$ cat src/rtl/prbs7_pkg.sv
// PRBS7 link-test shared definitions: FSM state encoding, PRBS7 taps and
// the word-generation function shared by the checker. Optional feature
// macro used by the files importing this package: PRBS7_BITERR_EN.
package prbs7_pkg;

    typedef enum logic [1:0] {
        ST_IDLE   = 2'd0,
        ST_SEED   = 2'd1,
        ST_SYNC   = 2'd2,
        ST_LOCKED = 2'd3
    } prbs7_state_e;

    // Feedback taps of x^7 + x^6 + 1 as seen from the shift register
    localparam int PRBS7_TAP_LO = 0;
    localparam int PRBS7_TAP_HI = 1;

    // Widest word the generation function supports
    localparam int PRBS7_MAX_WIDTH = 64;

    typedef struct packed {
        logic [6:0]                 next;
        logic [PRBS7_MAX_WIDTH-1:0] word;
    } prbs7_word_t;

    // Runs the recurrence width times from state; bit 0 of word is the
    // first bit in time, next is the register after the last bit.
    function automatic prbs7_word_t prbs7_word(input logic [6:0] state, input int width);
        prbs7_word_t r;
        logic [6:0]  s;
        logic        b;
        s      = state;
        r.word = '0;
        for (int i = 0; i < PRBS7_MAX_WIDTH; i++) begin
            if (i < width) begin
                b         = s[PRBS7_TAP_HI] ^ s[PRBS7_TAP_LO];
                r.word[i] = b;
                s         = {b, s[6:1]};
            end else begin
                r.word[i] = 1'b0;
            end
        end
        r.next = s;
        return r;
    endfunction

endpackage

$ cat src/rtl/prbs7_word_checker.sv
// PRBS7 word checker: holds the local checker state, produces the expected
// word, flags a mismatch against the received word and, when
// PRBS7_BITERR_EN is defined, counts the differing bits.
module prbs7_word_checker
    import prbs7_pkg::*;
#(
    parameter int WORDWIDTH = 16
) (
    input  logic                           clk,
    input  logic                           reset,
    input  logic                           load,
    input  logic                           advance,
    input  logic [WORDWIDTH-1:0]           rx_word,
    output logic                           mismatch
`ifdef PRBS7_BITERR_EN
    ,
    output logic [$clog2(WORDWIDTH+1)-1:0] bit_errs
`endif
);

    localparam int PW = $clog2(WORDWIDTH + 1);

    logic [6:0]           chk_state_r;
    prbs7_word_t          exp_s;
    logic [WORDWIDTH-1:0] exp_word_s;
    logic                 unused_s;

    assign exp_s      = prbs7_word(chk_state_r, WORDWIDTH);
    assign exp_word_s = exp_s.word[WORDWIDTH-1:0];
    assign unused_s   = ^exp_s.word;
    assign mismatch   = (rx_word != exp_word_s);

    // Checker state: resync from the received word, or free-run from the expected word
    always_ff @(posedge clk) begin
        if (reset) begin
            chk_state_r <= '0;
        end else if (load) begin
            chk_state_r <= rx_word[WORDWIDTH-1 -: 7];
        end else if (advance) begin
            chk_state_r <= exp_s.next;
        end else begin
            chk_state_r <= chk_state_r;
        end
    end

`ifdef PRBS7_BITERR_EN
    logic [WORDWIDTH-1:0] diff_s;
    logic [PW-1:0]        pop_s;

    assign diff_s = rx_word ^ exp_word_s;

    // Population count of the differing bits in this word
    always_comb begin
        pop_s = '0;
        for (int i = 0; i < WORDWIDTH; i++) begin
            pop_s = pop_s + PW'(diff_s[i]);
        end
    end

    assign bit_errs = pop_s;
`endif

endmodule

$ cat src/rtl/prbs7_link_test_ctrl.sv
// PRBS7 link self-test controller: sequences the word generator (disable,
// seed load), self-synchronises the local checker, declares lock and counts
// errors while locked. Define PRBS7_BITERR_EN to build the bit-error counter;
// otherwise bit_err_cnt is tied to zero.
module prbs7_link_test_ctrl
    import prbs7_pkg::*;
#(
    parameter int WORDWIDTH    = 16,
    parameter int LOCK_COUNT   = 8,
    parameter int UNLOCK_COUNT = 4,
    parameter int CNT_WIDTH    = 16
) (
    input  logic                 clk,
    input  logic                 reset,
    input  logic                 start,
    input  logic                 stop,
    input  logic                 clr_cnt,
    input  logic [6:0]           seed,
    output logic                 gen_dis,
    output logic                 gen_load_n,
    output logic [6:0]           gen_seed,
    input  logic [WORDWIDTH-1:0] rx_word,
    input  logic                 rx_valid,
    output logic                 locked,
    output logic                 lock_lost,
    output logic [CNT_WIDTH-1:0] word_err_cnt,
    output logic [CNT_WIDTH-1:0] bit_err_cnt
);

    localparam int MW = $clog2(LOCK_COUNT + 1);
    localparam int EW = $clog2(UNLOCK_COUNT + 1);
    localparam logic [MW-1:0] LOCK_LAST   = MW'(LOCK_COUNT - 1);
    localparam logic [EW-1:0] UNLOCK_LAST = EW'(UNLOCK_COUNT - 1);

    prbs7_state_e   state_r, next_s;
    logic           first_r;
    logic [MW-1:0]  match_cnt_r;
    logic [EW-1:0]  err_run_r;
    logic           gen_dis_r, gen_load_n_r, locked_r, lock_lost_r;
    logic [6:0]     gen_seed_r;
    logic [CNT_WIDTH-1:0] word_err_r;
    logic           mismatch_s, chk_load_s, chk_adv_s, err_inc_s;

    assign chk_load_s = (state_r == ST_SYNC) && rx_valid;
    assign chk_adv_s  = (state_r == ST_LOCKED) && rx_valid;
    assign err_inc_s  = chk_adv_s && mismatch_s;

`ifdef PRBS7_BITERR_EN
    localparam int PW = $clog2(WORDWIDTH + 1);
    localparam int SW = CNT_WIDTH + PW;
    logic [PW-1:0]        bit_errs_s;
    logic [SW-1:0]        bit_sum_s;
    logic [CNT_WIDTH-1:0] bit_err_r;

    prbs7_word_checker #(.WORDWIDTH(WORDWIDTH)) u_checker (
        .clk      (clk),
        .reset    (reset),
        .load     (chk_load_s),
        .advance  (chk_adv_s),
        .rx_word  (rx_word),
        .mismatch (mismatch_s),
        .bit_errs (bit_errs_s)
    );

    assign bit_sum_s = SW'(bit_err_r) + SW'(bit_errs_s);

    // Bit-error counter: clear wins, saturates at all-ones
    always_ff @(posedge clk) begin
        if (reset || clr_cnt) begin
            bit_err_r <= '0;
        end else if (err_inc_s) begin
            if (bit_sum_s > SW'({CNT_WIDTH{1'b1}})) begin
                bit_err_r <= '1;
            end else begin
                bit_err_r <= bit_sum_s[CNT_WIDTH-1:0];
            end
        end else begin
            bit_err_r <= bit_err_r;
        end
    end

    assign bit_err_cnt = bit_err_r;
`else
    prbs7_word_checker #(.WORDWIDTH(WORDWIDTH)) u_checker (
        .clk      (clk),
        .reset    (reset),
        .load     (chk_load_s),
        .advance  (chk_adv_s),
        .rx_word  (rx_word),
        .mismatch (mismatch_s)
    );

    assign bit_err_cnt = '0;
`endif

    // Next-state logic; stop overrides every other transition
    always_comb begin
        next_s = state_r;
        case (state_r)
            ST_IDLE: begin
                if (start) next_s = ST_SEED;
                else       next_s = ST_IDLE;
            end
            ST_SEED: begin
                next_s = ST_SYNC;
            end
            ST_SYNC: begin
                if (rx_valid && !first_r && !mismatch_s && (match_cnt_r == LOCK_LAST)) next_s = ST_LOCKED;
                else next_s = ST_SYNC;
            end
            ST_LOCKED: begin
                if (rx_valid && mismatch_s && (err_run_r == UNLOCK_LAST)) next_s = ST_SYNC;
                else next_s = ST_LOCKED;
            end
            default: begin
                next_s = ST_IDLE;
            end
        endcase
        if (stop) begin
            next_s = ST_IDLE;
        end else begin
            next_s = next_s;
        end
    end

    // State register and registered generator/lock outputs decoded from the next state
    always_ff @(posedge clk) begin
        if (reset) begin
            state_r      <= ST_IDLE;
            gen_dis_r    <= 1'b1;
            gen_load_n_r <= 1'b1;
            locked_r     <= 1'b0;
            gen_seed_r   <= 7'd0;
        end else begin
            state_r      <= next_s;
            gen_dis_r    <= (next_s == ST_IDLE);
            gen_load_n_r <= (next_s != ST_SEED);
            locked_r     <= (next_s == ST_LOCKED);
            gen_seed_r   <= ((state_r == ST_IDLE) && start && !stop) ? seed : gen_seed_r;
        end
    end

    // Sync bookkeeping: load-only flag for the first word and consecutive-match count
    always_ff @(posedge clk) begin
        if (reset) begin
            first_r     <= 1'b0;
            match_cnt_r <= '0;
        end else begin
            if ((next_s == ST_SYNC) && (state_r != ST_SYNC)) first_r <= 1'b1;
            else if (chk_load_s)                             first_r <= 1'b0;
            else                                             first_r <= first_r;

            if (state_r != ST_SYNC)         match_cnt_r <= '0;
            else if (chk_load_s && !first_r) match_cnt_r <= mismatch_s ? '0 : match_cnt_r + 1'b1;
            else                            match_cnt_r <= match_cnt_r;
        end
    end

    // Consecutive-error run length while locked
    always_ff @(posedge clk) begin
        if (reset || (state_r != ST_LOCKED)) begin
            err_run_r <= '0;
        end else if (chk_adv_s) begin
            if (mismatch_s && (err_run_r != UNLOCK_LAST)) err_run_r <= err_run_r + 1'b1;
            else                                         err_run_r <= '0;
        end else begin
            err_run_r <= err_run_r;
        end
    end

    // Word-error counter and sticky lock-lost flag; clear wins over updates
    always_ff @(posedge clk) begin
        if (reset || clr_cnt) begin
            word_err_r  <= '0;
            lock_lost_r <= 1'b0;
        end else begin
            if (err_inc_s && (word_err_r != {CNT_WIDTH{1'b1}})) word_err_r <= word_err_r + 1'b1;
            else                                                 word_err_r <= word_err_r;

            if ((state_r == ST_LOCKED) && (next_s == ST_SYNC)) lock_lost_r <= 1'b1;
            else                                                lock_lost_r <= lock_lost_r;
        end
    end

    assign gen_dis      = gen_dis_r;
    assign gen_load_n   = gen_load_n_r;
    assign gen_seed     = gen_seed_r;
    assign locked       = locked_r;
    assign lock_lost    = lock_lost_r;
    assign word_err_cnt = word_err_r;

endmodule
$ cat config.mk
export PLATFORM = sky130hd
export DESIGN_NAME = prbs7_link_test_ctrl
export DESIGN_NICKNAME = d
export VERILOG_FILES = /design/src/rtl/prbs7_pkg.sv /design/src/rtl/prbs7_word_checker.sv /design/src/rtl/prbs7_link_test_ctrl.sv
export SDC_FILE = /design/constraint.sdc
export NUM_CORES = 1
export LEC_CHECK = 0
export ABC_AREA = 1
export CORE_MARGIN = 5
export CORE_UTILIZATION = 54
export CTS_CLUSTER_SIZE = 12
export DETAILED_ROUTE_END_ITERATION = 10
export GPL_ROUTABILITY_DRIVEN = 0
export GPL_TIMING_DRIVEN = 0
export PLACE_DENSITY = 0.95
export SLEW_MARGIN = 20
export SYNTH_ARGS = -nofsm -noshare
export SYNTH_HDL_FRONTEND = slang
export SYNTH_SLANG_ARGS = --single-unit
$ cat constraint.sdc
create_clock -name clk -period 2.8 [get_ports clk]
set_input_delay 0.56 -clock clk [delete_from_list [all_inputs] [get_ports clk]]
set_output_delay 0.56 -clock clk [all_outputs]
set_load 0.05 [all_outputs]
==> flow_metrics.env, run 1 <==
export IMPL_status="finished, final reports clean"
export IMPL_grt_busiest_layer="met2"
export IMPL_vias=3152
export IMPL_ys_seq_area_share_pct=30.3
export IMPL_crit_buf_inv=3
export IMPL_synth_cell_types=32
export IMPL_setup_viol=0
export IMPL_grt_max_degree=16
export IMPL_p_per_area_nw_per_um2=371
export IMPL_final_hold_violation_count=0
export IMPL_wl_um=7740
export IMPL_finalCritPeriodShare_pct=85.5
export IMPL_crit_slowest_cell="nor2_1"
export IMPL_rsz0062_at_grt="no"
export IMPL_cts_root_buf="clkbuf_8"
export IMPL_max_slew_margin_rel_pct=48.9
export IMPL_grtUsageTotal_pct=22.6
export IMPL_io_buffers=55
export IMPL_drtIter0Drc=172
export IMPL_synth_warnings=0
export IMPL_vdd_drop_max_mv=0.366
export IMPL_pin_count=72
export IMPL_fin_tns_setup_ps=0
export IMPL_rows=26
export IMPL_regArea_um2=881
export IMPL_numCtsBuffers=5
export IMPL_critPathArrivalTime_ps=2630
export IMPL_required_ps=3040
export IMPL_antenna_found_initial=0
export IMPL_drcViolationCount=0
export IMPL_tightestPinTransition_ps=764
export IMPL_multi_input_area_um2=1740
export IMPL_cts_repair_resized=0
export IMPL_fill_cells=381
export IMPL_grt_overflow=0
export IMPL_max_stage_delay_ps=610
export IMPL_cpLargestDelayFamily="buffers and inverters"
export IMPL_path_max_fanout=10
export IMPL_nets=558
export IMPL_use_met3_pct=6.14
export IMPL_drive_gt1_share_pct=13.5
export IMPL_dpl_hpwl_um=5750
export IMPL_slew_viol_final=0
export IMPL_hp_class="register to register"
export IMPL_antenna_cells=0
export IMPL_grt_util_met2_pct=39.1
export IMPL_clkTransAtPathRegs_ps=90
export IMPL_dieHeight_um=83.4
export IMPL_synth_avg_cell_area_um2=6.50
export IMPL_stdcell_count=596
export IMPL_avgViaCountPerCell=5.29
export IMPL_total_power_mw=1.38
export IMPL_ys_ff_latch=44
export IMPL_critPathKind="input pin to register"
export IMPL_path_cells="clkdlybuf4s50_1, inv_1, nor2_1, clkbuf_1, nand4_1, a21oi_2"
export IMPL_crit_path_start_kind="input pin"
export IMPL_die_area_um2=6960
export IMPL_cts_buffer_depth=2
export IMPL_antenna_left=0
export IMPL_total_leakage_power_nw=1.54
export IMPL_die_x_um=83.4
export IMPL_insertion_delay_ps=310
export IMPL_routedWlPerCell_um=13.0
export IMPL_grt_pass1_vias=3094
export IMPL_post_route_min_period_ps=2390
export IMPL_fmax_ghz=0.418
export IMPL_numClockSinks=44
export IMPL_use_met1_pct=26.5
export IMPL_reg2reg_slack_ps=600
export IMPL_syn_area_um2=2910
export IMPL_endpoint_kind="register"
export IMPL_placedCellCount=588
export IMPL_finClkSkew_ps=3.28
export IMPL_areaGrowthSynthToFinish_pct=28.0
export IMPL_dr_pass1_iters=5
export IMPL_start_util_pct=56.3
export IMPL_core_um2=5170
export IMPL_cts_tree="yes"
export IMPL_cap_violations=0
export IMPL_h_tree_depth=2
export IMPL_cts_hold_buf=0
export IMPL_synth_cells=448
export IMPL_grt_pass1_wl_um=13500
export IMPL_postCtsSetupBuffers=0
[metrics by stage]
| stage | hold WS [ps] | util (%) | worst slack [ps] | cell area (um^2) |
|---|---|---|---|---|
| 2_1_floorplan | 442 | - | 654 | 2970 |
| 3_3_place_gp | 450 | 69.7 | 112 | 3610 |
| 3_5_place_dp | 459 | 69.8 | 146 | 3610 |
| 4_1_cts | 479 | 72.1 | 468 | 3730 |
| 5_1_grt | 495 | 72.1 | 310 | 3730 |
| 6_report | 483 | 72.1 | 405 | 3730 |
[where the power goes]
group	total [mW]	leakage, nW	internal [mW]	switching (mW)
registers	0.643	0.356	0.636	0.00704
clock network	0.508	0.0548	0.269	0.239
logic	0.232	1.13	0.0872	0.145
[cell usage after synthesis, drive strengths merged]
| library cell | count | area (um^2) |
|---|---|---|
| nand2 | 158 | 648 |
| inv | 48 | 180 |
| dfxtp | 44 | 881 |
| nor2 | 44 | 185 |
| nand3 | 29 | 158 |
| a21oi | 23 | 153 |
| nand4 | 23 | 150 |
| buf | 19 | 145 |
| o21ai | 11 | 55.1 |
| xor2 | 9 | 78.8 |
| a31oi | 7 | 43.8 |
| xnor2 | 7 | 61.3 |
| clkbuf | 6 | 22.5 |
| nand3b | 5 | 37.5 |
| ha | 4 | 50.1 |
| nor3 | 4 | 20.0 |
| nor4 | 2 | 12.5 |
| a21boi | 1 | 7.51 |
| clkinv | 1 | 3.75 |
| conb | 1 | 3.75 |
| nor4b | 1 | 8.76 |
| or2 | 1 | 6.26 |
[registers in the layout, indices dropped and copies added, names as in the netlist]
signal and flops:
err_run_r 3, lock_lost 1, gen_load_n 1, word_err_cnt 16
u_checker.chk_state_r 7, gen_seed 7, locked 1, first_r 1
gen_dis 1, state_r 2, match_cnt_r 4
[layer usage]
metal  part of all wire (%)  up-vias
met1                     43     1437
met4                    1.9        0
met3                    7.3       18
met5                      0        -
met2                     48      130
li1                       -     1567
[layout make-up]
| type | count | share of cell area [%] |
|---|---|---|
| multi-input cells | 345 | 46.7 |
| flip-flops and latches | 44 | 23.6 |
| repair buffers | 55 | 14.8 |
| inverters | 49 | 4.93 |
| plain buffers | 25 | 4.50 |
| well taps | 70 | 2.35 |
| clock buffers | 5 | 1.85 |
| clock inverters | 3 | 1.24 |
[kinds of logic (layout without fill, tap and decap cells)]
kind of cell / Yosys count / count (layout) / share of synthesized area (%)
compound gates: 42 / 42 / 8.90
flops: 44 / 44 / 30.3
fa+ha+maj: 4 / 4 / 1.72
xor+xnor: 16 / 16 / 4.81
simple gates: 267 / 267 / 42.1
other cells: 1 / 16 / 0.129
buf+inv: 74 / 137 / 12.1
[final timing paths]
path,to,cells past startpoint,startpoint
setup reg to reg,word_err_cnt[7],9,word_err_cnt[0]
hold / removal,lock_lost,2,lock_lost
hold reg to reg,lock_lost,2,lock_lost
setup / recovery,word_err_cnt[7],6,rx_valid
[worst min-delay path, delay by kind of cell, from the launching register on]
family                 cells  cell delay, ps
flip-flops                 1             330
AO/OA/AOI/OAI              1              50
buffers and inverters      1              50
[layout by cell type (no fill, tap or decap), types with 2 or more instances in the layout]
cell	count
nand2_1	138
clkdlybuf4s50_1	55
dfxtp_1	44
inv_1	42
nor2_1	40
nand3_1	28
nand4_1	22
nand2_2	19
buf_4	16
conb_1	16
a21oi_1	13
o21ai_0	11
a21oi_2	10
xor2_1	9
xnor2_1	7
a31oi_1	7
clkbuf_1	6
inv_2	6
nand3b_1	5
clkbuf_8	5
nor3_1	4
ha_1	4
nor2_4	2
nor2_2	2
buf_2	2
Power figures use the tool's default switching activity.
==> run 2: changes to the inputs <==
--- a/config.mk
+++ b/config.mk
@@ -6,14 +6,15 @@
 export NUM_CORES = 1
 export LEC_CHECK = 0
 export ABC_AREA = 1
-export CORE_MARGIN = 5
-export CORE_UTILIZATION = 54
+export CORE_MARGIN = 2
+export CORE_UTILIZATION = 45
 export CTS_CLUSTER_SIZE = 12
 export DETAILED_ROUTE_END_ITERATION = 10
 export GPL_ROUTABILITY_DRIVEN = 0
 export GPL_TIMING_DRIVEN = 0
-export PLACE_DENSITY = 0.95
+export PLACE_DENSITY = 0.87
 export SLEW_MARGIN = 20
 export SYNTH_ARGS = -nofsm -noshare
 export SYNTH_HDL_FRONTEND = slang
+export SYNTH_HIERARCHICAL = 1
 export SYNTH_SLANG_ARGS = --single-unit
==> constraint.sdc (replaced) <==
create_clock -name clk -period 2 [get_ports clk]
set_input_delay 0.4 -clock clk [delete_from_list [all_inputs] [get_ports clk]]
set_output_delay 0.4 -clock clk [all_outputs]
set_load 0.05 [all_outputs]
==> run 2 against run 1 <==
The flow now finishes with violations (negative setup slack). Register-to-register slack worse by 720 ps. Setup slack got worse by 520 ps. Combinational power is 53% higher.
==> flow_metrics.env, run 2 <==
export IMPL_status="finished, violations left"
export IMPL_violations="negative setup slack"
export IMPL_start_util_pct=45.8
export IMPL_path_max_fanout=7
export IMPL_wl_met2_um=3900
export IMPL_endpoint_kind="register"
export IMPL_dr_pass1_iters=5
export IMPL_rows=29
export IMPL_synth_warnings=6
export IMPL_wl_um=7660
export IMPL_finalCritPeriodShare_pct=106
export IMPL_insertion_delay_ps=300
export IMPL_tightestPinTransition_ps=618
export IMPL_routedWlPerCell_um=12.2
export IMPL_antenna_found_initial=0
export IMPL_numCtsBuffers=5
export IMPL_critPathKind="register to register"
export IMPL_synth_cells=464
export IMPL_cap_violations=0
export IMPL_grt_max_degree=15
export IMPL_final_hold_violation_count=0
export IMPL_grtUsageTotal_pct=21.2
export IMPL_core_um2=6280
export IMPL_nets=581
export IMPL_cpMostUsedCell="nand2_1"
export IMPL_vdd_drop_max_mv=0.517
export IMPL_finClkSkew_ps=11.8
export IMPL_largest_reg_flops=16
export IMPL_drtIter0Drc=181
export IMPL_max_stage_delay_ps=330
export IMPL_required_ps=2180
export IMPL_vias=3222
export IMPL_path_cells="buf_6, inv_6, nand2_4, nand2_4, nand2_2, nand2_1, nand2_1, nand2_1, nor2_1, nand2_1, nor2_2, nand3_2, nand2_2, nor2_4, o21ai_4, buf_4, nor2_4, o21ai_0, a21oi_1"
export IMPL_rsz0062_at_grt="yes"
export IMPL_wl_met3_um=375
export IMPL_ys_top_cells_by_count="nand2_1 (158), nor2_1 (51), dfxtp_1 (44)"
export IMPL_post_route_min_period_ps=2120
export IMPL_placedCellCount=611
export IMPL_drcViolationCount=0
export IMPL_ys_seq_area_share_pct=30.6
export IMPL_synth_area_leader_cell="dfxtp_1"
export IMPL_fin_hold_ws_ps=465
export IMPL_synth_edf_count=0
export IMPL_numClockSinks=44
export IMPL_dieHeight_um=83.9
export IMPL_stdcell_count=626
export IMPL_critPathArrivalTime_ps=2300
export IMPL_areaGrowthSynthToFinish_pct=43.1
export IMPL_die_area_um2=7040
export IMPL_setup_ws_ps=-118
export IMPL_dpl_hpwl_um=5350
export IMPL_top_layer_used="met4"
export IMPL_wl_met1_um=3210
export IMPL_netlist_area_leader_share_pct=30.6
export IMPL_cts_buffer_depth=2
export IMPL_cts_tree="yes"
export IMPL_final_common_cell="nand2_1"
export IMPL_io_buffers=55
export IMPL_grt_pass1_vias=2891
export IMPL_crit_slowest_cell="dfxtp_2"
export IMPL_crit_path_start_kind="register"
export IMPL_slew_viol_final=0
export IMPL_ys_ff_latch=44
export IMPL_antenna_cells=0
export IMPL_total_power_mw=1.98
export IMPL_max_slew_margin_rel_pct=58.7
export IMPL_h_tree_depth=2
export IMPL_hp_class="register to register"
export IMPL_synth_avg_cell_area_um2=6.19
export IMPL_grt_pass1_wl_um=12600
export IMPL_ys_flop_type="dfxtp_1"
export IMPL_drive_gt1_share_pct=22.8
export IMPL_die_x_um=83.9
export IMPL_fmax_ghz=0.472
export IMPL_syn_area_um2=2870
export IMPL_pin_count=72
export IMPL_p_per_area_nw_per_um2=482
export IMPL_avgViaCountPerCell=5.15
export IMPL_antenna_left=0
export IMPL_synthTopCellsByArea="dfxtp_1 (31%), nand2_1 (21%), nor2_1 (6.7%)"
export IMPL_yosysMostFrequentCell="nand2_1"
export IMPL_grt_overflow=0
export IMPL_synth_async_reset_ratio_pct=0
export IMPL_total_leakage_power_nw=1.80
export IMPL_cts_hold_buf=0
export IMPL_cts_root_buf="clkbuf_8"
export IMPL_synth_cell_types=35
export IMPL_clkTransAtPathRegs_ps=90
export IMPL_final_cell_mix="nand2_1 (123), nor2_1 (46), clkdlybuf4s50_1 (45), inv_1 (38), dfxtp_1 (38)"
export IMPL_setup_viol=19
==> run 2: changes by cell type after synthesis, sizes merged, moves of 4 or more <==
cell | before | now
clkbuf | 6 | 2
nand4 | 23 | 7
nor2 | 44 | 56
xor2 | 9 | 3
nand3 | 29 | 35
nand2 | 158 | 171
o21ai | 11 | 19
==> run 2: path summary, 6_finish.rpt <==
path         slack (ps)                to                     start  cells after the start
max                -120  word_err_cnt[12]  u_checker/chk_state_r[3]                     19
min                 470         lock_lost                 lock_lost                      2
max reg2reg        -120  word_err_cnt[12]  u_checker/chk_state_r[3]                     19
min reg2reg         470         lock_lost                 lock_lost                      2
==> run 2: kinds of logic (layout without fill, tap and decap cells) <==
group           after synthesis  in the layout  share of synthesized area (%)
compound gates               54             54                           10.5
other cells                   1             16                          0.130
buf+inv                      72            142                           12.3
flops                        44             44                           30.6
simple gates                280            280                           41.9
xor+xnor                      9              9                           2.74
fa+ha+maj                     4              4                           1.74
==> run 2: layer usage <==
| layer | global-route usage [%] | vias up |
|---|---|---|
| met2 | 37.5 | 110 |
| li1 | - | 1620 |
| met5 | 0 | - |
| met1 | 26.0 | 1473 |
| met3 | 3.36 | 19 |
| met4 | 7.77 | 0 |
==> run 2: cell type report <==
type,instances,area (um^2)
inverters,49,204
fillers,497,2170
repair buffers,62,617
multi-input cells,363,1990
flip-flops and latches,44,898
plain buffers,23,186
clock buffers,6,82.6
clock inverters,2,38.8
well taps,77,96.3
==> run 2: where the power goes <==
group	leakage, nW	switching (mW)	internal, mW
clock network	0.0614	0.324	0.409
logic	1.38	0.219	0.135
registers	0.360	0.0104	0.886
total	1.80	0.554	1.43
==> run 2: repair_timing <==
item	in CTS	in global routing
pin swaps	21	17
resized for setup	77	45
setup buffers	3	3
cloned	1	0
setup endpoints to repair	24	38
==> run 2: worst max-delay path, delay by kind of cell (launching register included) <==
kind / cells / cell delay (ps)
buffers and inverters: 3 / 370
AOI/OAI and AO/OA: 3 / 270
and+or+nand+nor: 13 / 1010
DFF: 1 / 330
==> run 2: stage by stage <==
stage	worst slack (ps)	utilization [%]	TNS (ps)	area, um^2
5_1_grt	-256	65.5	-4210	4110
3_3_place_gp	-526	57.0	-9950	3580
2_1_floorplan	8.77	-	0	2930
6_report	-118	65.5	-1430	4110
3_5_place_dp	-590	57.0	-11350	3580
4_1_cts	-58.2	62.9	-532	3950
==> run 3: changes to the inputs <==
--- a/config.mk
+++ b/config.mk
@@ -5,9 +5,9 @@
 export SDC_FILE = /design/constraint.sdc
 export NUM_CORES = 1
 export LEC_CHECK = 0
-export ABC_AREA = 1
+export CAP_MARGIN = 10
 export CORE_MARGIN = 2
-export CORE_UTILIZATION = 45
+export CORE_UTILIZATION = 44
 export CTS_CLUSTER_SIZE = 12
 export DETAILED_ROUTE_END_ITERATION = 10
 export GPL_ROUTABILITY_DRIVEN = 0
==> run 3 against run 2 <==
The flow still finishes with violations (negative setup slack). Combinational power is 8.8% lower. Synthesized area is 9.4% lower. Final area is 6.9% lower. Largest power group unchanged. Highest routed layer unchanged.
==> flow_metrics.env, run 3 <==
export IMPL_cts_tree="yes"
export IMPL_final_cell_mix="dfxtp_1 (37), clkdlybuf4s50_1 (37), buf_4 (32), nand2_1 (30), a21oi_1 (22)"
export IMPL_synth_edf_count=0
export IMPL_final_hold_violation_count=0
export IMPL_synth_fa_ha_area_share_pct=1.92
export IMPL_rsz0062_at_grt="yes"
export IMPL_holdPathStages=3
export IMPL_largest_reg_flops=16
export IMPL_io_buffers=54
export IMPL_synth_avg_cell_area_um2=8.56
export IMPL_cts_root_buf="clkbuf_8"
export IMPL_critPathArrivalTime_ps=2850
export IMPL_fill_cells=451
export IMPL_areaGrowthSynthToFinish_pct=46.9
export IMPL_numClockSinks=44
export IMPL_core_um2=5820
export IMPL_die_area_um2=6550
export IMPL_cap_violations=0
export IMPL_netlist_area_leader_share_pct=33.8
export IMPL_post_route_min_period_ps=2610
export IMPL_top_layer_used="met4"
export IMPL_antenna_found_initial=0
export IMPL_min_from="rx_word[11]"
export IMPL_dr_pass1_iters=4
export IMPL_ys_seq_area_share_pct=33.8
export IMPL_syn_area_um2=2600
export IMPL_numCtsBuffers=5
export IMPL_endpoint_kind="register"
export IMPL_synth_async_reset_ratio_pct=0
export IMPL_synth_warnings=6
export IMPL_postPlaceCellArea_um2=3370
export IMPL_routedWlPerCell_um=14.6
export IMPL_drcViolationCount=0
export IMPL_drive_gt1_share_pct=25.8
export IMPL_finClkSkew_ps=9.04
export IMPL_synth_compound_area_share_pct=12.5
export IMPL_cts_hold_buf=0
export IMPL_cts_buffer_depth=2
export IMPL_regToRegEndpoint="word_err_cnt[14]"
export IMPL_synth_cell_types=50
export IMPL_fin_area_um2=3830
export IMPL_synth_top_family_by_area="simple AND/OR/NAND/NOR gates"
export IMPL_max_slew_margin_rel_pct=22.2
export IMPL_rows=28
export IMPL_r2r_start="u_checker/chk_state_r[0]"
export IMPL_dieHeight_um=80.9
export IMPL_ys_ff_latch=44
export IMPL_hp_class="input pin to register"
export IMPL_reg2reg_depth=10
export IMPL_grt_max_degree=15
export IMPL_wl_met3_um=404
export IMPL_tightestPinTransition_ps=1150
export IMPL_synthMuxAreaShare_pct=3.46
export IMPL_wl_met1_um=2910
export IMPL_synthTopCellsByArea="dfxtp_1 (34%), xor2_1 (5.0%), a21oi_1 (4.6%)"
export IMPL_pin_count=72
export IMPL_grt_overflow=0
export IMPL_wl_um=6920
export IMPL_die_x_um=80.9
export IMPL_vdd_drop_max_mv=0.349
export IMPL_synth_cells=304
export IMPL_place_ws_ps=-1170
export IMPL_antenna_left=0
export IMPL_grt_pass1_wl_um=10300
export IMPL_violations="negative setup slack"
export IMPL_start_util_pct=44.8
export IMPL_synth_area_leader_cell="dfxtp_1"
export IMPL_synth_xor_area_share_pct=10.5
export IMPL_p_per_area_nw_per_um2=508
export IMPL_antenna_cells=0
export IMPL_setup_viol=27
export IMPL_grtUsageTotal_pct=19.8
export IMPL_status="finished, violations left"
export IMPL_drtIter0Drc=168
export IMPL_required_ps=2240
export IMPL_finalCoreUtilization_pct=65.8
export IMPL_synthSimpleGateAreaFrac_pct=27.9
export IMPL_crit_path_start_kind="register"
export IMPL_h_tree_depth=2
export IMPL_total_leakage_power_nw=1.51
export IMPL_fmax_ghz=0.384
export IMPL_critPathKind="register to register"
export IMPL_vias=2542
export IMPL_avgViaCountPerCell=5.35
export IMPL_ys_top_cells_by_count="dfxtp_1 (44), nand2_1 (31), a21oi_1 (24)"
export IMPL_yosysMostFrequentCell="dfxtp_1"
export IMPL_setup_ws_ps=-607
export IMPL_path_max_fanout=6
export IMPL_dpl_hpwl_um=4430
export IMPL_slew_viol_final=0
export IMPL_ys_flop_type="dfxtp_1"
export IMPL_min_to="u_checker/chk_state_r[2]"
export IMPL_reg2reg_slack_ps=-610
export IMPL_nets=432
export IMPL_clkTransAtPathRegs_ps=90
export IMPL_finalCritPeriodShare_pct=130
export IMPL_insertion_delay_ps=300
export IMPL_wl_met2_um=3520
export IMPL_grt_pass1_vias=2220
[run 3: area by class of cell]
type / instances / area, um^2 / area share (%)
buffer: 28 / 203 / 5.30
clock buffer: 6 / 82.6 / 2.16
sequential: 44 / 897 / 23.4
clock inverter: 2 / 38.8 / 1.01
inverter: 4 / 15.0 / 0.392
tap: 75 / 93.8 / 2.45
timing repair buffer: 77 / 753 / 19.7
multi-input combinational: 239 / 1740 / 45.6
[run 3: worst max path at each step]
| stage | endpoint | from | slack [ps] |
|---|---|---|---|
| after floorplan | word_err_cnt[15] | u_checker/chk_state_r[3] | -500 |
| after global placement | word_err_cnt[13] | rx_word[10] | -1120 |
| after detailed placement | word_err_cnt[13] | rx_word[10] | -1170 |
| after CTS | word_err_cnt[14] | u_checker/chk_state_r[1] | -600 |
| after global routing | word_err_cnt[14] | u_checker/chk_state_r[0] | -700 |
| final | word_err_cnt[14] | u_checker/chk_state_r[0] | -610 |
[run 3: critical path: stages, from the launching register on]
cell,delay [ps]
dfxtp_2,320
buf_6,130
xnor3_1,380
xnor2_2,160
a221oi_2,50
nand4_1,180
buf_4,160
nand4_4,110
or4_4,510
or4_1,400
a21oi_1,150
[run 3: per-layer routing]
metal / vias to the layer above / GRT usage, %
met5: - / 0
met1: 1207 / 25.6
met2: 79 / 33.1
li1: 1247 / -
met3: 9 / 4.67
met4: 0 / 5.08
[run 3: logic make-up (layout without fill, tap and decap cells)]
family          after synthesis  in the layout
other cells                   1             16
flops                        44             44
fa+ha+maj                     4              4
mux                           9              9
xor+xnor                     28             28
simple gates                130            130
buf+inv                      36            117
compound gates               52             52
[run 3: report_power, final]
part	internal [mW]	switching, mW
registers	0.884	0.00825
logic	0.132	0.191
clock network	0.409	0.319
total	1.42	0.518
[run 3: what timing repair did]
item / 4_1_cts / 5_1_grt
gates cloned: 0 / 0
endpoints found under the setup margin: 35 / 30
buffers inserted: 9 / 15
pin swaps: 14 / 16
resized for setup: 17 / 42
[run 3: stage by stage]
stage / power [mW] / setup TNS, ps / cells / hold slack [ps]
floorplan: 1.12 / -4440 / 319 / 444
global placement: 1.21 / -24170 / 448 / 442
detailed placement: 1.22 / -25170 / 448 / 449
CTS: 1.94 / -12500 / 465 / 460
global route: 2.02 / -13560 / 475 / 425
finish: 1.94 / -11420 / 475 / 411
